File: src/rtl/boot_loader.sv
// Post-reset boot sequencer: copies the boot ROM image into RAM word by word,
// holding the CPU off the bus until the copy is complete.
module boot_loader #(
  parameter int                ADDR_W       = 12,
  parameter logic [ADDR_W-1:0] RAM_BASE     = '0,
  parameter int                ROM_WORDS    = 16,
  parameter bit                STOP_ON_ZERO = 1'b1
) (
  input  logic              clk,
  input  logic              rst,
  input  logic              reload,
  output logic              rom_cs,
  output logic              rom_we,
  output logic [3:0]        rom_addr,
  input  logic [15:0]       rom_dout,
  output logic              ram_cs,
  output logic              ram_we,
  output logic [ADDR_W-1:0] ram_addr,
  output logic [15:0]       ram_din,
  input  logic              ram_ready,
  output logic              cpu_hold,
  output logic              done,
  output logic [4:0]        count
);

  typedef enum logic [1:0] {RD, WR, DONE} state_t;

  localparam logic [3:0] LAST_IDX = 4'(ROM_WORDS - 1);

  state_t     state;
  logic [3:0] idx;

  assign rom_we = 1'b0;

  // ram_din doubles as the capture register for the word read in RD; it is
  // only driven onto the bus while WR holds ram_cs high.
  always_ff @(posedge clk or posedge rst) begin
    if (rst) begin
      state    <= RD;
      idx      <= '0;
      rom_cs   <= 1'b0;
      rom_addr <= '0;
      ram_cs   <= 1'b0;
      ram_we   <= 1'b0;
      ram_addr <= RAM_BASE;
      ram_din  <= '0;
      cpu_hold <= 1'b1;
      done     <= 1'b0;
      count    <= '0;
    end else begin
      case (state)
        RD: begin
          ram_din <= rom_dout;
          rom_cs  <= 1'b0;
          if (STOP_ON_ZERO && rom_dout == 16'h0000) begin
            state    <= DONE;
            cpu_hold <= 1'b0;
            done     <= 1'b1;
          end else begin
            state    <= WR;
            ram_cs   <= 1'b1;
            ram_we   <= 1'b1;
            ram_addr <= RAM_BASE + ADDR_W'(idx);
          end
        end
        WR: begin
          // Everything stays frozen until the RAM accepts the write.
          if (ram_ready) begin
            count  <= count + 5'd1;
            ram_cs <= 1'b0;
            ram_we <= 1'b0;
            if (idx == LAST_IDX) begin
              state    <= DONE;
              cpu_hold <= 1'b0;
              done     <= 1'b1;
            end else begin
              idx      <= idx + 4'd1;
              state    <= RD;
              rom_cs   <= 1'b1;
              rom_addr <= idx + 4'd1;
            end
          end
        end
        DONE: begin
          if (reload) begin
            state    <= RD;
            idx      <= '0;
            count    <= '0;
            done     <= 1'b0;
            cpu_hold <= 1'b1;
            rom_cs   <= 1'b1;
            rom_addr <= '0;
          end
        end
        default: state <= RD;
      endcase
    end
  end

endmodule

File: config.mk
export PLATFORM = sky130hd
export DESIGN_NAME = boot_loader
export DESIGN_NICKNAME = d
export VERILOG_FILES = /design/src/rtl/boot_loader.sv
export SDC_FILE = /design/constraint.sdc
export NUM_CORES = 1
export LEC_CHECK = 0
export ABC_AREA = 1
export CAP_MARGIN = 20
export CORE_UTILIZATION = 50
export CTS_BUF_LIST = sky130_fd_sc_hd__clkbuf_4 sky130_fd_sc_hd__clkbuf_8
export DETAILED_ROUTE_END_ITERATION = 16
export PLACE_DENSITY = 0.87
export SLEW_MARGIN = 25
export SYNTH_ARGS = -nofsm -noshare
export SYNTH_HDL_FRONTEND = slang
export SYNTH_SLANG_ARGS = --single-unit
File: constraint.sdc
create_clock -name clk -period 3 [get_ports clk]
set_input_delay 0.3 -clock clk [delete_from_list [all_inputs] [get_ports clk]]
set_output_delay 0.3 -clock clk [all_outputs]
set_load 0.01 [all_outputs]
[Word level (Yosys, flattened, before mapping)]
Index checks and enable logic that the tools add are counted.
Storage, ports and cells
  register bits: 35
  bits of input ports: 20
  output and inout bits: 43
  word-level logic and storage cells: 61
Cells by class
  add/subtract/negate cells: 2
  eq/ne operators: 9
  muxes and demuxes: 28
  bitwise operators: 1
  reduce and logical (&&, ||, !) cells: 12
Operators by type and width (count)
  zero test 16 bit: 1
  2-to-1 mux 1 bit: 12
  2-to-1 mux 4 bit: 3
  inequality test 2 bit (second input constant): 6
  2-to-1 mux 5 bit: 2
  one-hot mux 5 bit (2 select lines): 1
  one-hot mux 1 bit (3 select lines): 3
  2-to-1 mux 2 bit: 4
  one-hot mux 4 bit (2 select lines): 1
  AND reduction 4 bit: 2
  one-hot mux 2 bit (3 select lines): 1
  AND reduction 3 bit: 2
  adder 5 x 1 -> 5 bit (second input constant): 1
  AND reduction 5 bit: 1
  adder 4 x 1 -> 4 bit (second input constant): 1
  equality test 4 bit (second input constant): 1
  AND reduction 2 bit: 2
  nonzero test 2 bit: 2
  nonzero test 3 bit: 1
  equality test 2 x 1 -> 1 bit (second input constant): 1
  equality test 2 bit (second input constant): 1
  zero test 2 bit: 1
  one-hot mux 1 bit (2 select lines): 1
  NOT 1 bit: 1

[Longest topological paths before layout]
Gate-level depths: netlist (run 1).
  depth after elaboration: 4
  mapped depth: 10
  depth with buffers taken out: 10

[Least setup slack after synthesis (run 1)]
No wires, ideal clock.
  path kind: register to register
  start: reg state[0]
  end: reg done
  library setup time: 117 ps
  arrival: 1258 ps
  required time: 2883 ps
  setup slack: 1625 ps
  stages on the path, launching flop included: 9
  buffers on the path: 0
  period minus slack after synthesis: 1375 ps
  cells stage by stage: dfrtp_1 > inv_1 > ha_1 > nand2_2 > nand2_4 > nor3_2 > nand2_2 > nand2_1 > nand2_1
Between the ends
  word-level cells in the longest chain between the ends: 3
  elaborated cells between the ends (all ways): 10
  classes of those cells: eq/ne: 6; mux: 1; reduce/logical: 3
Ends and longest elaborated chain
  from (decl): line 30  | state_t state;
  from (signal assigned): line 39  | state <= RD;
  from (signal assigned): line 56  | state <= DONE;
  from (signal assigned): line 60  | state <= WR;
  equality test 2 x 1 -> 1 bit, or another cell as far along: line 51  | case (state)
  inequality test 2 bit (no line) or nonzero test 3 bit (tied branches)
  AND reduction 5 bit (no line)
  to (signal assigned): line 48  | done <= 1'b0;
  to (signal assigned): line 58  | done <= 1'b1;
  to (signal assigned): line 75  | done <= 1'b1;
  to (decl): line 22  | output logic done,
Parallel ways exist; a longest one is shown, timed or not.
A chain may end at the register's enable or synchronous reset.

[Final worst setup path (run 1)]
  start: reg cpu_hold
  end: out cpu_hold
RTL lines
  from (decl): line 21  | output logic cpu_hold,
  from (signal assigned): line 47  | cpu_hold <= 1'b1;
  from (signal assigned): line 57  | cpu_hold <= 1'b0;
  from (signal assigned): line 74  | cpu_hold <= 1'b0;
No word-level cell between the ends.

==> results of run 1 <==
## metal layers
| layer | track usage, % | vias to the layer above | wire length [um] |
|---|---|---|---|
| met4 | 9.74 | 0 | 70 |
| met1 | 28.8 | 678 | 1620 |
| met3 | 5.67 | 5 | 120 |
| met2 | 36.6 | 34 | 1710 |
| met5 | 0 | - | 0 |
| li1 | - | 758 | - |
## state kept, by name, indices dropped and copies added, names as in the netlist
signal	count
ram_addr	4
count	5
done	1
idx	4
ram_din	16
state	2
rom_cs	1
ram_we	1
cpu_hold	1
## layout by cell type, fill, tap and decap left out
cell type,instances
nand2_4,3
nor2_2,1
o31ai_1,1
dfstp_2,1
o21ai_1,3
conb_1,9
dfrtp_1,34
nand2_2,3
a21oi_1,5
ha_1,6
inv_2,4
clkdlybuf4s50_1,53
inv_1,14
nor2_4,1
buf_4,2
nor3_2,1
nand2_1,81
clkbuf_4,8
nor2_1,18
nand3_1,14
o21ai_0,5
xnor2_1,1
xor2_1,2
nor2_8,1
## metrics by stage
step                      total power, mW  worst slack [ns]
after floorplan                      1.75              1.63
after global placement               2.30              1.42
after detailed placement             2.35              1.39
after CTS                            2.62              1.29
after global routing                 2.85              1.19
final                                2.60              1.31
## cells in the mapped netlist
| cell | count | share of area, % |
|---|---|---|
| nor2_4 | 1 | 0.64 |
| buf_4 | 11 | 4.7 |
| dfstp_2 | 1 | 1.5 |
| conb_1 | 1 | 0.21 |
| xnor2_1 | 1 | 0.50 |
| dfrtp_1 | 34 | 48 |
| nand2_4 | 3 | 1.9 |
| nor2_8 | 1 | 1.1 |
| nor3_2 | 1 | 0.57 |
| a21oi_1 | 5 | 1.4 |
| inv_1 | 14 | 3.0 |
| o21ai_0 | 5 | 1.4 |
| nand3_1 | 14 | 4.0 |
| o31ai_1 | 1 | 0.43 |
| ha_1 | 6 | 4.3 |
| nor2_2 | 1 | 0.36 |
| o21ai_1 | 3 | 0.85 |
| xor2_1 | 2 | 1.0 |
| buf_2 | 2 | 0.57 |
| inv_2 | 4 | 0.85 |
| nand2_1 | 81 | 17 |
| nor2_1 | 18 | 3.8 |
| nand2_2 | 3 | 1.1 |
## cell type report
cell class	count	area, sq um
Sequential cell	35	877
Multi-Input combinational cell	155	749
Tap cell	46	57.6
Timing Repair Buffer	55	546
Fill cell	288	1010
Clock buffer	8	60.1
Inverter	18	67.6
## report_power, final
part / total [mW] / leakage (nW) / internal (mW) / switching (mW)
sequential: 0.868 / 0.431 / 0.704 / 0.165
combinational: 1.47 / 0.713 / 0.682 / 0.785
clock: 0.262 / 0.0368 / 0.120 / 0.141
## kinds of logic (layout without fill, tap and decap cells)
| logic type | count (synthesis) | after routing |
|---|---|---|
| XOR/XNOR | 3 | 3 |
| other | 1 | 9 |
| flip-flops | 35 | 35 |
| buffers and inverters | 31 | 81 |
| AO/OA/AOI/OAI | 14 | 14 |
| AND/OR/NAND/NOR | 123 | 123 |
| adder cells (fa/ha/maj) | 6 | 6 |
## worst max-delay path by stage
stage | endpoint | slack [ns] | cells past startpoint
floorplan | done | 1.63 | 8
global placement | done | 1.42 | 9
detailed placement | done | 1.39 | 9
CTS | cpu_hold | 1.29 | 1
global route | ram_din[9] | 1.19 | 5
finish | cpu_hold | 1.31 | 1
==> results.ini, run 1 <==
[outcome]
status = complete, no violations

[global_routing]
grt-ovfl-total = 0
antenna_found_initial = 0
first_global_vias = 1361
grt_max_degree = 30
grt_usage_pct = 22.6
grt_pass1_wl_um = 5960

[placement]
routabilityCongestion = 0.836
placed_area_sq_um = 2300
portBuffers = 53
place_hpwl_um = 2690
placedCellCount = 309

[floorplanning]
num_rows = 21
start_util_pct = 52.2
die_h_um = 61.3
io_pins = 63
core_area_sq_um = 3360
die_area_sq_um = 3750
die_w_um = 61.3

[clock_network]
cts_max_level = 2
path_clk_slew_ns = 0.10
cts-resized-gates = 0
clock_path_buffers = 2
root_buffer = clkbuf_4
clkLatencyLatePin_ns = 0.33
clock_sinks = 35
cts_tree = built
postCtsSetupBuffers = 0
cts_made_buffers = 5
cts_hold_buf = 0

[final_layout]
final_cells = 317
final_util_pct = 70.1
diodes = 0
stdcell_area_sq_um = 2360
areaGrowthSynthToFinish_pct = 34.2
layout-drive-gt1-share_pct = 9.23
fin_nets = 296

[drt]
first_pass_iters = 4
viasPerCell = 4.65
drt_drc_violations_left = 0
vias = 1475
dr.first_iter.drc_count = 35
routed_wl_um = 3530
final_antenna_net_count = 0
routedWlPerCell_um = 11.1

[power_and_ir_drop]
leakage_nw = 1.18
p_per_area_nw_per_um2 = 1100
irDropWorstVdd_v = 0.000567

[flow_run]
drv_cap = 0

[worst_setup_path]
critical_path_required_ns = 2.70
ff2ff_setup_slack_ns = 1.41
worst_path_largest_cell_delay_ns = 0.54
timing.rr.end = idx[3]
end_kind = output pin
crit_path_start_kind = flip-flop
crit-reg2reg-launch = state[0]
crit_start = cpu_hold
path_buf_inv = 1
cp.arrival_ns = 1.39
reg2reg_depth = 10
path_delay_family = flip-flops
worst-path-max-fanout = 2
critPathSlowestCell = dfstp_2
crit_type = flip-flop to output pin
worstPathCellList = clkdlybuf4s50_1

[yosys]
synthMuxAreaShare_pct = 0
synth-xor-area-share_pct = 1.50
ys_ff_latch = 35
synth_warnings = 0
synth-compound-area-share_pct = 4.13
avgSynthCellArea_sq_um = 8.25
yosys.area_share.simple_pct = 30.8
synth_cells = 213
netlist_area_sq_um = 1760
synth-seq-area-share_pct = 49.9
synth_top_family_by_area = simple AND/OR/NAND/NOR gates
yosysUniqueCellTypes = 23
synthAdderAreaFrac_pct = 4.27

[timing]
fin_crit_sh_pct = 56.4
setup_viol = 0
rsz0062_at_grt = false
finalHoldViolations = 0
slew_violations = 0
whs_ns = 0.183
fmax_mhz = 591
layout_min_cycle_time_ns = 1.69
fin_skew_ns = 0.00926
fin_setup_tns_ns = 0

[min_path]
hold_path.class = input port to asynchronous set/reset pin

No activity file was read; power rests on OpenSTA's default activity.
==> run 2, diff against run 1 <==
--- a/config.mk
+++ b/config.mk
@@ -7,10 +7,10 @@
 export LEC_CHECK = 0
 export ABC_AREA = 1
 export CAP_MARGIN = 20
-export CORE_UTILIZATION = 50
+export CORE_UTILIZATION = 46
 export CTS_BUF_LIST = sky130_fd_sc_hd__clkbuf_4 sky130_fd_sc_hd__clkbuf_8
 export DETAILED_ROUTE_END_ITERATION = 16
-export PLACE_DENSITY = 0.87
+export PLACE_DENSITY = 0.81
 export SLEW_MARGIN = 25
 export SYNTH_ARGS = -nofsm -noshare
 export SYNTH_HDL_FRONTEND = slang
==> constraint.sdc (replaced) <==
create_clock -name clk -period 1.8 [get_ports clk]
set_input_delay 0.18 -clock clk [delete_from_list [all_inputs] [get_ports clk]]
set_output_delay 0.18 -clock clk [all_outputs]
set_load 0.01 [all_outputs]
==> results.ini, run 2 (synthesized netlist as in run 1, its figures left out) <==
[outcome]
status = finished, violations left
violations = design-rule violations

[global_routing]
antenna_found_initial = 0  ; unchanged
first_global_vias = 1377  ; +1.2%
grt_max_degree = 36  ; +20%
grt_pass1_wl_um = 5990  ; +0.47%
grt_usage_pct = 19.2  ; -3.4 points
grt-ovfl-total = 0  ; unchanged

[worst_setup_path]
reg2reg_depth = 5  ; -5
timing.rr.end = state[0]
cp.arrival_ns = 1.78  ; +0.39 ns
critical_path_required_ns = 1.99  ; -0.71 ns
crit-reg2reg-launch = state[1]
crit_path_start_kind = flip-flop
crit_type = flip-flop to flip-flop
end_kind = flip-flop
worst_path_largest_cell_delay_ns = 0.42  ; -0.12 ns
worstPathCellList = inv_1, ha_1, buf_4, nand2_4, o21ai_0
worst-path-max-fanout = 12  ; +10
critPathSlowestCell = dfrtp_1
ff2ff_setup_slack_ns = 0.21  ; -1.20 ns

[clock_network]
path_clk_slew_ns = 0.06  ; -0.04 ns
cts_made_buffers = 5  ; unchanged
postCtsSetupBuffers = 0  ; unchanged
clock_path_buffers = 2  ; unchanged
cts_hold_buf = 0  ; unchanged
cts-resized-gates = 0  ; unchanged
root_buffer = clkbuf_8
clkLatencyLatePin_ns = 0.28  ; -0.05 ns
clock_sinks = 35  ; unchanged
cts_tree = built
cts_max_level = 2  ; unchanged

[placement]
routabilityCongestion = 0.812  ; -2.9%
place_hpwl_um = 2560  ; -4.5%
portBuffers = 53  ; unchanged
post-place-ws_ns = 0.233  ; -1.16 ns

[timing]
fin_setup_tns_ns = 0  ; unchanged
layout_min_cycle_time_ns = 1.59
fin_ws_ns = 0.208  ; -1.10 ns
fmax_mhz = 628
slew_violations = 0  ; unchanged
finalHoldViolations = 0  ; unchanged
setup_viol = 0  ; unchanged
fin_crit_sh_pct = 88.5
fin_skew_ns = 0.00315  ; -0.00611 ns
rsz0062_at_grt = false
whs_ns = 0.308  ; +0.125 ns

[floorplanning]
io_pins = 63  ; unchanged
start_util_pct = 48.0  ; -4.2 points
num_rows = 22  ; +4.8%
die_h_um = 63.8  ; +4.1%
die_w_um = 63.8  ; +4.1%
core_area_sq_um = 3660  ; +8.9%
die_area_sq_um = 4070  ; +8.4%

[final_layout]
layout_commonest_cell = nand2_1
largest_register_ffs = 16  ; unchanged
areaGrowthSynthToFinish_pct = 35.3
diodes = 0  ; unchanged
final_cell_mix = nand2_1 (81), clkdlybuf4s50_1 (53), dfrtp_1 (34)
reg_top3 = ram_din x16, count x5
layout-drive-gt1-share_pct = 8.55  ; -0.67 points
fin_nets = 296  ; unchanged
regMostFlops = ram_din

[power_and_ir_drop]
irDropWorstVdd_v = 0.000974  ; +72%
p_per_area_nw_per_um2 = 1850  ; +68%
leakage_nw = 1.18  ; +0.32%

[drt]
first_pass_iters = 10  ; +6
viasPerCell = 4.56  ; -1.9%
dr.first_iter.drc_count = 73  ; +110%
routedWlPerCell_um = 10.9  ; -1.9%
routed_wl_um = 3460  ; -1.9%
final_antenna_net_count = 0  ; unchanged
drt_drc_violations_left = 1  ; +1
vias = 1447  ; -1.9%

[min_path]
hold_path.class = input port to asynchronous set/reset pin

[flow_run]
drv_cap = 0  ; unchanged

-- run 2: worst max-delay path by stage --
| stage | start | endpoint | slack (ns) | cells past startpoint |
|---|---|---|---|---|
| 2_1_floorplan | state[0] | done | 0.43 | 8 |
| 5_1_grt | state[1] | state[0] | 0.06 | 5 |
| 3_5_place_dp | state[1] | ram_din[11] | 0.23 | 5 |
| 4_1_cts | state[1] | state[0] | 0.21 | 5 |
| 3_3_place_gp | state[1] | state[0] | 0.25 | 5 |
| 6_report | state[1] | state[0] | 0.21 | 5 |
-- run 2: power by group --
part,internal [mW],leakage [nW],switching [mW]
sequential,1.18,0.431,0.266
combinational,1.14,0.713,1.28
clock,0.273,0.0406,0.249
total,2.58,1.18,1.80
-- run 2: per-stage QoR --
stage	instances	power, mW	instance area (sq um)	util, %
2_1_floorplan	221	2.91	1790	-
3_3_place_gp	311	3.85	2300	62.8
3_5_place_dp	311	3.89	2300	62.8
4_1_cts	317	4.43	2380	64.9
5_1_grt	317	4.78	2380	64.9
6_report	317	4.38	2380	64.9
-- run 2: layer usage --
layer	vias to the layer above	part of all wire (%)	global-route usage, %
li1	749	-	-
met1	652	46	24.3
met2	37	48	30.2
met3	9	4.1	4.46
met4	0	2.1	10.5
met5	-	0	0
-- run 2: area by class of cell --
type | instances | area (sq um)
clock buffer | 6 | 76.3
tap | 48 | 60.1
fill | 318 | 1280
timing repair buffer | 55 | 546
sequential | 35 | 877
inverter | 18 | 67.6
multi-input combinational | 155 | 749
-- run 2: worst max-delay path: cells and delay by family, from the launching register on --
family                   cells  cell delay [ns]
flip-flops                   1             0.42
adder cells (fa/ha/maj)      1             0.41
buffers and inverters        2             0.38
AO/OA/AOI/OAI                1             0.19
AND/OR/NAND/NOR              1             0.11
